**config.mk**
```make
export PLATFORM = sky130hd
export DESIGN_NAME = counter_9999_ctrl
export DESIGN_NICKNAME = d
export VERILOG_FILES = /design/src/rtl/counter_9999_ctrl.sv
export SDC_FILE = /design/constraint.sdc
export NUM_CORES = 1
export LEC_CHECK = 0
export ABC_CLOCK_PERIOD_IN_PS = 4400
export CAP_MARGIN = 10
export CORE_MARGIN = 3
export CORE_UTILIZATION = 57
export DETAILED_ROUTE_END_ITERATION = 16
export GPL_TIMING_DRIVEN = 0
export PLACE_DENSITY = 0.78
export SLEW_MARGIN = 20
export SYNTH_ARGS = -nofsm -noshare
export SYNTH_HDL_FRONTEND = slang
export SYNTH_SLANG_ARGS = --single-unit
```
**constraint.sdc**
```tcl
create_clock -name clk -period 4.4 [get_ports clk]
set_clock_uncertainty 0.1 [all_clocks]
set_input_delay 1.32 -clock clk [delete_from_list [all_inputs] [get_ports clk]]
set_output_delay 1.32 -clock clk [all_outputs]
set_load 0.01 [all_outputs]
```
**src/rtl/counter_9999_ctrl.sv**
```systemverilog
// rtl/counter_9999_ctrl.sv - run/stop/clear 0..9999 counter with prescaled tick (optional debounce: COUNTER_DEBOUNCE_EN)
module counter_9999_ctrl #(
    parameter int DIV_TICK     = 100_000_000,
    parameter int DEBOUNCE_CYC = 1_000_000
) (
    input  logic        clk,
    input  logic        rst,
    input  logic        btn_run_stop,
    input  logic        btn_clear,
    input  logic        mode_down,
    output logic [13:0] cnt,
    output logic        running,
    output logic        wrap
);

    localparam int              PW       = $clog2(DIV_TICK);
    localparam logic [PW-1:0]   PRE_LAST = PW'(DIV_TICK - 1);
    localparam logic [13:0]     CNT_MAX  = 14'd9999;

    // Elaboration-time guard on the configuration range
    if (DIV_TICK < 2 || DEBOUNCE_CYC < 1) begin : g_bad_cfg
        $error("counter_9999_ctrl: DIV_TICK must be >= 2 and DEBOUNCE_CYC >= 1");
    end

    typedef enum logic [1:0] {
        ST_STOP  = 2'd0,
        ST_RUN   = 2'd1,
        ST_CLEAR = 2'd2
    } state_e;

    // Bit 0 is the run/stop button, bit 1 the clear button.
    logic [1:0]    btn_raw;
    logic [1:0]    sync1_q;
    logic [1:0]    sync2_q;
    logic [1:0]    level;
    logic [1:0]    prev_q;
    logic [1:0]    evt;
    logic          run_evt;
    logic          clr_evt;

    state_e        state_q;
    logic [PW-1:0] pre_q;
    logic [13:0]   cnt_q;
    logic          running_q;
    logic          wrap_q;

    logic          tick;
    logic [13:0]   cnt_d;
    logic          wrap_d;

    assign btn_raw = {btn_clear, btn_run_stop};

    // Two-stage synchronizer for the asynchronous push buttons
    always_ff @(posedge clk or negedge rst) begin
        if (!rst) begin
            sync1_q <= '0;
            sync2_q <= '0;
        end else begin
            sync1_q <= btn_raw;
            sync2_q <= sync1_q;
        end
    end

`ifdef COUNTER_DEBOUNCE_EN
    localparam int            DW      = $clog2(DEBOUNCE_CYC + 1);
    localparam logic [DW-1:0] DB_LAST = DW'(DEBOUNCE_CYC - 1);

    logic [1:0]    acc_q;
    logic [DW-1:0] db_cnt_q [2];

    // Accept a new level only after DEBOUNCE_CYC consecutive samples that differ
    // from the accepted one; any sample matching the accepted level restarts the count.
    always_ff @(posedge clk or negedge rst) begin
        if (!rst) begin
            acc_q <= '0;
            for (int i = 0; i < 2; i++) begin
                db_cnt_q[i] <= '0;
            end
        end else begin
            for (int i = 0; i < 2; i++) begin
                if (sync2_q[i] == acc_q[i]) begin
                    db_cnt_q[i] <= '0;
                end else if (db_cnt_q[i] == DB_LAST) begin
                    acc_q[i]    <= sync2_q[i];
                    db_cnt_q[i] <= '0;
                end else begin
                    db_cnt_q[i] <= db_cnt_q[i] + DW'(1);
                end
            end
        end
    end

    assign level = acc_q;
`else
    assign level = sync2_q;
`endif

    // Previous accepted level for rising-edge detection
    always_ff @(posedge clk or negedge rst) begin
        if (!rst) begin
            prev_q <= '0;
        end else begin
            prev_q <= level;
        end
    end

    assign evt     = level & ~prev_q;
    assign run_evt = evt[0];
    assign clr_evt = evt[1];

    assign tick = (state_q == ST_RUN) && (pre_q == PRE_LAST);

    // Next count value for a tick, in the direction currently selected
    always_comb begin
        cnt_d  = cnt_q;
        wrap_d = 1'b0;
        if (mode_down) begin
            if (cnt_q == 14'd0) begin
                cnt_d  = CNT_MAX;
                wrap_d = 1'b1;
            end else begin
                cnt_d = cnt_q - 14'd1;
            end
        end else begin
            if (cnt_q >= CNT_MAX) begin
                cnt_d  = 14'd0;
                wrap_d = 1'b1;
            end else begin
                cnt_d = cnt_q + 14'd1;
            end
        end
    end

    // Control FSM with prescaler, count register and registered outputs.
    // Clear zeroes the count on the event cycle so a coinciding tick is discarded.
    always_ff @(posedge clk or negedge rst) begin
        if (!rst) begin
            state_q   <= ST_STOP;
            pre_q     <= '0;
            cnt_q     <= 14'd0;
            running_q <= 1'b0;
            wrap_q    <= 1'b0;
        end else begin
            wrap_q <= 1'b0;
            case (state_q)
                ST_STOP: begin
                    if (clr_evt) begin
                        state_q   <= ST_CLEAR;
                        cnt_q     <= 14'd0;
                        pre_q     <= '0;
                        running_q <= 1'b0;
                    end else if (run_evt) begin
                        state_q   <= ST_RUN;
                        running_q <= 1'b1;
                    end
                end
                ST_RUN: begin
                    if (clr_evt) begin
                        state_q   <= ST_CLEAR;
                        cnt_q     <= 14'd0;
                        pre_q     <= '0;
                        running_q <= 1'b0;
                    end else begin
                        if (tick) begin
                            cnt_q  <= cnt_d;
                            wrap_q <= wrap_d;
                            pre_q  <= '0;
                        end else begin
                            pre_q <= pre_q + PW'(1);
                        end
                        if (run_evt) begin
                            state_q   <= ST_STOP;
                            running_q <= 1'b0;
                        end
                    end
                end
                ST_CLEAR: begin
                    state_q   <= ST_STOP;
                    cnt_q     <= 14'd0;
                    pre_q     <= '0;
                    running_q <= 1'b0;
                end
                default: begin
                    state_q   <= ST_STOP;
                    running_q <= 1'b0;
                end
            endcase
        end
    end

    assign cnt     = cnt_q;
    assign running = running_q;
    assign wrap    = wrap_q;

endmodule

```
==> results of run 1 <==
==> power by group <==
part	leakage, uW	internal (uW)	switching, uW	total (uW)
Clock	0.0000585	170	156	326
Combinational	0.000679	93.1	147	241
Sequential	0.000681	474	20.9	495
==> cell usage after synthesis, drive strengths merged, types with 3 or more instances <==
| cell type | count |
|---|---|
| nand2b | 3 |
| and3 | 7 |
| nor2b | 3 |
| or4 | 5 |
| inv | 10 |
| buf | 6 |
| dfrtp | 50 |
| xnor2 | 11 |
| o41ai | 3 |
| o22ai | 4 |
| o21ai | 21 |
| nor3b | 4 |
| xor2 | 7 |
| a31oi | 4 |
| clkbuf | 6 |
| nor3 | 18 |
| nor4 | 7 |
| or2 | 5 |
| nand4 | 6 |
| and4 | 4 |
| ha | 3 |
| o31ai | 5 |
| a21o | 3 |
| a21oi | 12 |
| nor2 | 34 |
| nand3 | 25 |
| nand2 | 27 |
| or3 | 5 |
==> flip-flops by register name (all words and copies together) (netlist names) <==
register,flops
cnt,14
level,2
pre_q,27
prev_q,2
running,1
state_q,1
sync1_q,2
wrap,1
==> critical path: stages <==
cell	delay, ps
clkdlybuf4s50_1	620
nand2b_1	150
or4_4	460
nor3_2	380
nor3_2	120
nand2_1	170
o22ai_1	100
==> how the worst min path moves through the flow <==
stage	start	end	depth (start not counted)
after floorplan	sync1_q[0]	level[0]	0
after global placement	sync1_q[0]	level[0]	0
after detailed placement	sync1_q[0]	level[0]	0
after CTS	sync1_q[0]	level[0]	0
after global routing	sync1_q[0]	level[0]	0
final	sync1_q[0]	level[0]	0
==> cell families (layout without fill, tap and decap cells) <==
family | Yosys count | count (layout) | synth area share
and+or+nand+nor | 162 | 162 | 0.319
AOI/OAI and AO/OA | 67 | 67 | 0.153
DFF | 50 | 50 | 0.417
buffers and inverters | 22 | 51 | 0.0384
xor gates and xnor gates | 18 | 18 | 0.0526
adders and majority gates | 3 | 3 | 0.0125
muxes | 2 | 2 | 0.00668
==> routing by layer <==
layer  wire (um)  vias to the layer above  global-route usage
met2        3210                       79               0.405
met5           0                        -                   0
li1            -                     1249                   -
met1        3070                     1226               0.324
met4         125                        0              0.0647
met3         324                       15              0.0459
==> per-stage QoR <==
stage	setup WS (ps)	hold slack, ps	instance area [sq um]	std cells	total power, uW
2_1_floorplan	1820	231	3000	324	658
3_3_place_gp	518	232	3280	411	738
3_5_place_dp	896	235	3300	412	743
4_1_cts	1210	256	3420	420	1070
5_1_grt	1040	279	3420	420	1120
6_report	1170	256	3420	420	1060
==> layout make-up <==
type / count / area [sq um] / share of cell area
Inverter: 10 / 37.5 / 0.0110
Clock inverter: 3 / 43.8 / 0.0128
Clock buffer: 5 / 68.8 / 0.0201
Timing Repair Buffer: 21 / 223 / 0.0652
Buffer: 12 / 77.6 / 0.0227
Multi-Input combinational cell: 252 / 1630 / 0.477
Tap cell: 67 / 83.8 / 0.0245
Sequential cell: 50 / 1250 / 0.366
==> impl_results.md, run 1 <==
- Status: finished clean
- FILL cells: 418
- Avg Synthesized Cell Area: 9.25 sq um
- Final setup fails: 0
- DRC: 0
- Worst-Skew Late Latency: 310 ps
- Startpoint-to-endpoint class of the critical path: input port to register
- Highest achievable clock rate: 309 MHz
- Number of nets in the finished design: 360
- Cell area after synthesis: 3000 sq um
- Count of antenna-violating nets left after detailed routing: 0
- Cell type with the largest total area after synthesis: dfrtp_1
- Top-level port count: 21
- Inserted Diodes: 0
- Ys Warns: 0
- Root buffer cell: clkbuf_8
- Area inside the core boundary: between 4000 and 5000 sq um
- Area added between synthesis and finish: 14.0%
- Arrival time reported for the critical path endpoint: roughly 3300 ps
- Starting density of the core: 0.610
- CTS H-tree lvls: 2
- IO Port Bufs: 20
- Overall fraction of global-route tracks in use: 0.243
- Inserted Clock Buffers: 5
- #FFs+latches synth: 50
- Worst Path Max Fanout: 6
- Post-cts hold buffer count: 0
- Sequential cell area fraction in the yosys report: 0.417
- Clock slew at reported path FFs: 100 ps
- Final WL: around 6700 um
- Final Hold Vio Count: 0
- Core Rows: 25
- Share of the synthesized area in the top cell type: 0.417
- CTS tree: done
- Most used DFF post-synth: dfrtp_1
- Period minus WS final: 3230 ps
- Initial drt markers: 203
- Initial antenna violation count: 0
- Die outline height: 78.5 um
- Post-synth EDFFs: 0
- Number of vias after detailed routing: 2,569
- Number of library cell types mapped by synthesis: 66
- Timing endpoint of the critical path: cnt[11]
- Pwr per Cell Area: roughly 310 nW/um^2
- Worst vdd ir: approximately 0.00028 V
- Gpl congestion: just over 0.9
- Unrepaired setup endpoints after global routing: no
- Worst slew pin tran: 714 ps
- Synthesized net count: around 330
- Worst-case clock buffer depth: 2
- Average via count per standard cell: 6.12
- Depth of the most critical reg-to-reg path: 8
- Total number of clock tree sinks: 50
- Horizontal die dimension: 78.5 um
- Vias in the first global route: 2,527
- Type of destination of the critical path: register
- Share of cells above drive strength 1: 0.122
- Worst reg2reg path endpoint: cnt[11]
- DIE AREA: 6170 sq um
- Max capacitance violation total: 0
- Classification of the worst-slack hold path: register to register
- Relative max-transition margin: 0.524
- Final count of pins violating max slew: 0
- Commonest non-fill, non-tap cells in the layout: 50 x dfrtp_1, 34 x nor2_1, 27 x nand2_1
- Remaining Overflow, GRT: 0
- Resized Gates After CTS: 0
- Maximum number of pins on one net before global-route repair: 31
- Worst Setup SP: mode_down
- Wire length of the first global-routing pass: about 12,000 um
- Most frequent standard cell in the layout excluding fill and tap cells: dfrtp_1
- Average detailed-routed wire length per instance: around 16 um
- Utilization after layout: 0.696
- Number of standard cells after synthesis: roughly 320
- Number of iterations in the first detailed-routing pass: 5
- Setup bufs post-CTS: 0
- Async S/R FF share, synth: 1.00
- Startpoint of the most critical register-to-register path: cnt[0]
- Sum of negative setup slack: 0 ps
- Startpoint Class: input port
- Most area-consuming cells after synthesis: dfrtp_1 42%, nor2_1 4.3%, nand3_1 4.0%, nand2_1 3.4%, xnor2_1 3.2%
- Part of the cycle the worst path needs: 0.734
- Static Leakage: between 0.001 and 0.0015 uW
- Endpoint required time on the critical path: 4500 ps
- Post-detailed-placement half-perimeter wirelength: 4940 um
- Worst setup slack for register-to-register paths: between 1500 and 2000 ps
(Power assumes the default switching activity.)
==> inputs of run 2 (changes only) <==
Settings changed: ABC_CLOCK_PERIOD_IN_PS 4400 to 3000.
Clock period 4.4 ns to 3 ns, I/O delays scaled along.
==> results of run 2 <==
Same layout as run 1 (identical final DEF). Status: finished clean.
Main changes from that run: setup slack after placement 896 ps -> -83.8 ps; setup slack after layout 1170 ps -> 189 ps; register-to-register setup slack 1640 ps -> 240 ps; total power 1060 uW -> 1560 uW; worst IR drop on VDD 0.000275 V -> 0.000404 V
==> inputs of run 3 (changes only) <==
Settings changed: HOLD_SLACK_MARGIN set to 0.1, TNS_END_PERCENT set to 5.
==> results of run 3 <==
Same layout as run 1 (identical final DEF). Status: finished clean.
Main changes from that run: setup slack after placement 896 ps -> -83.8 ps; setup slack after layout 1170 ps -> 189 ps; register-to-register setup slack 1640 ps -> 240 ps; total power 1060 uW -> 1560 uW; worst IR drop on VDD 0.000275 V -> 0.000404 V
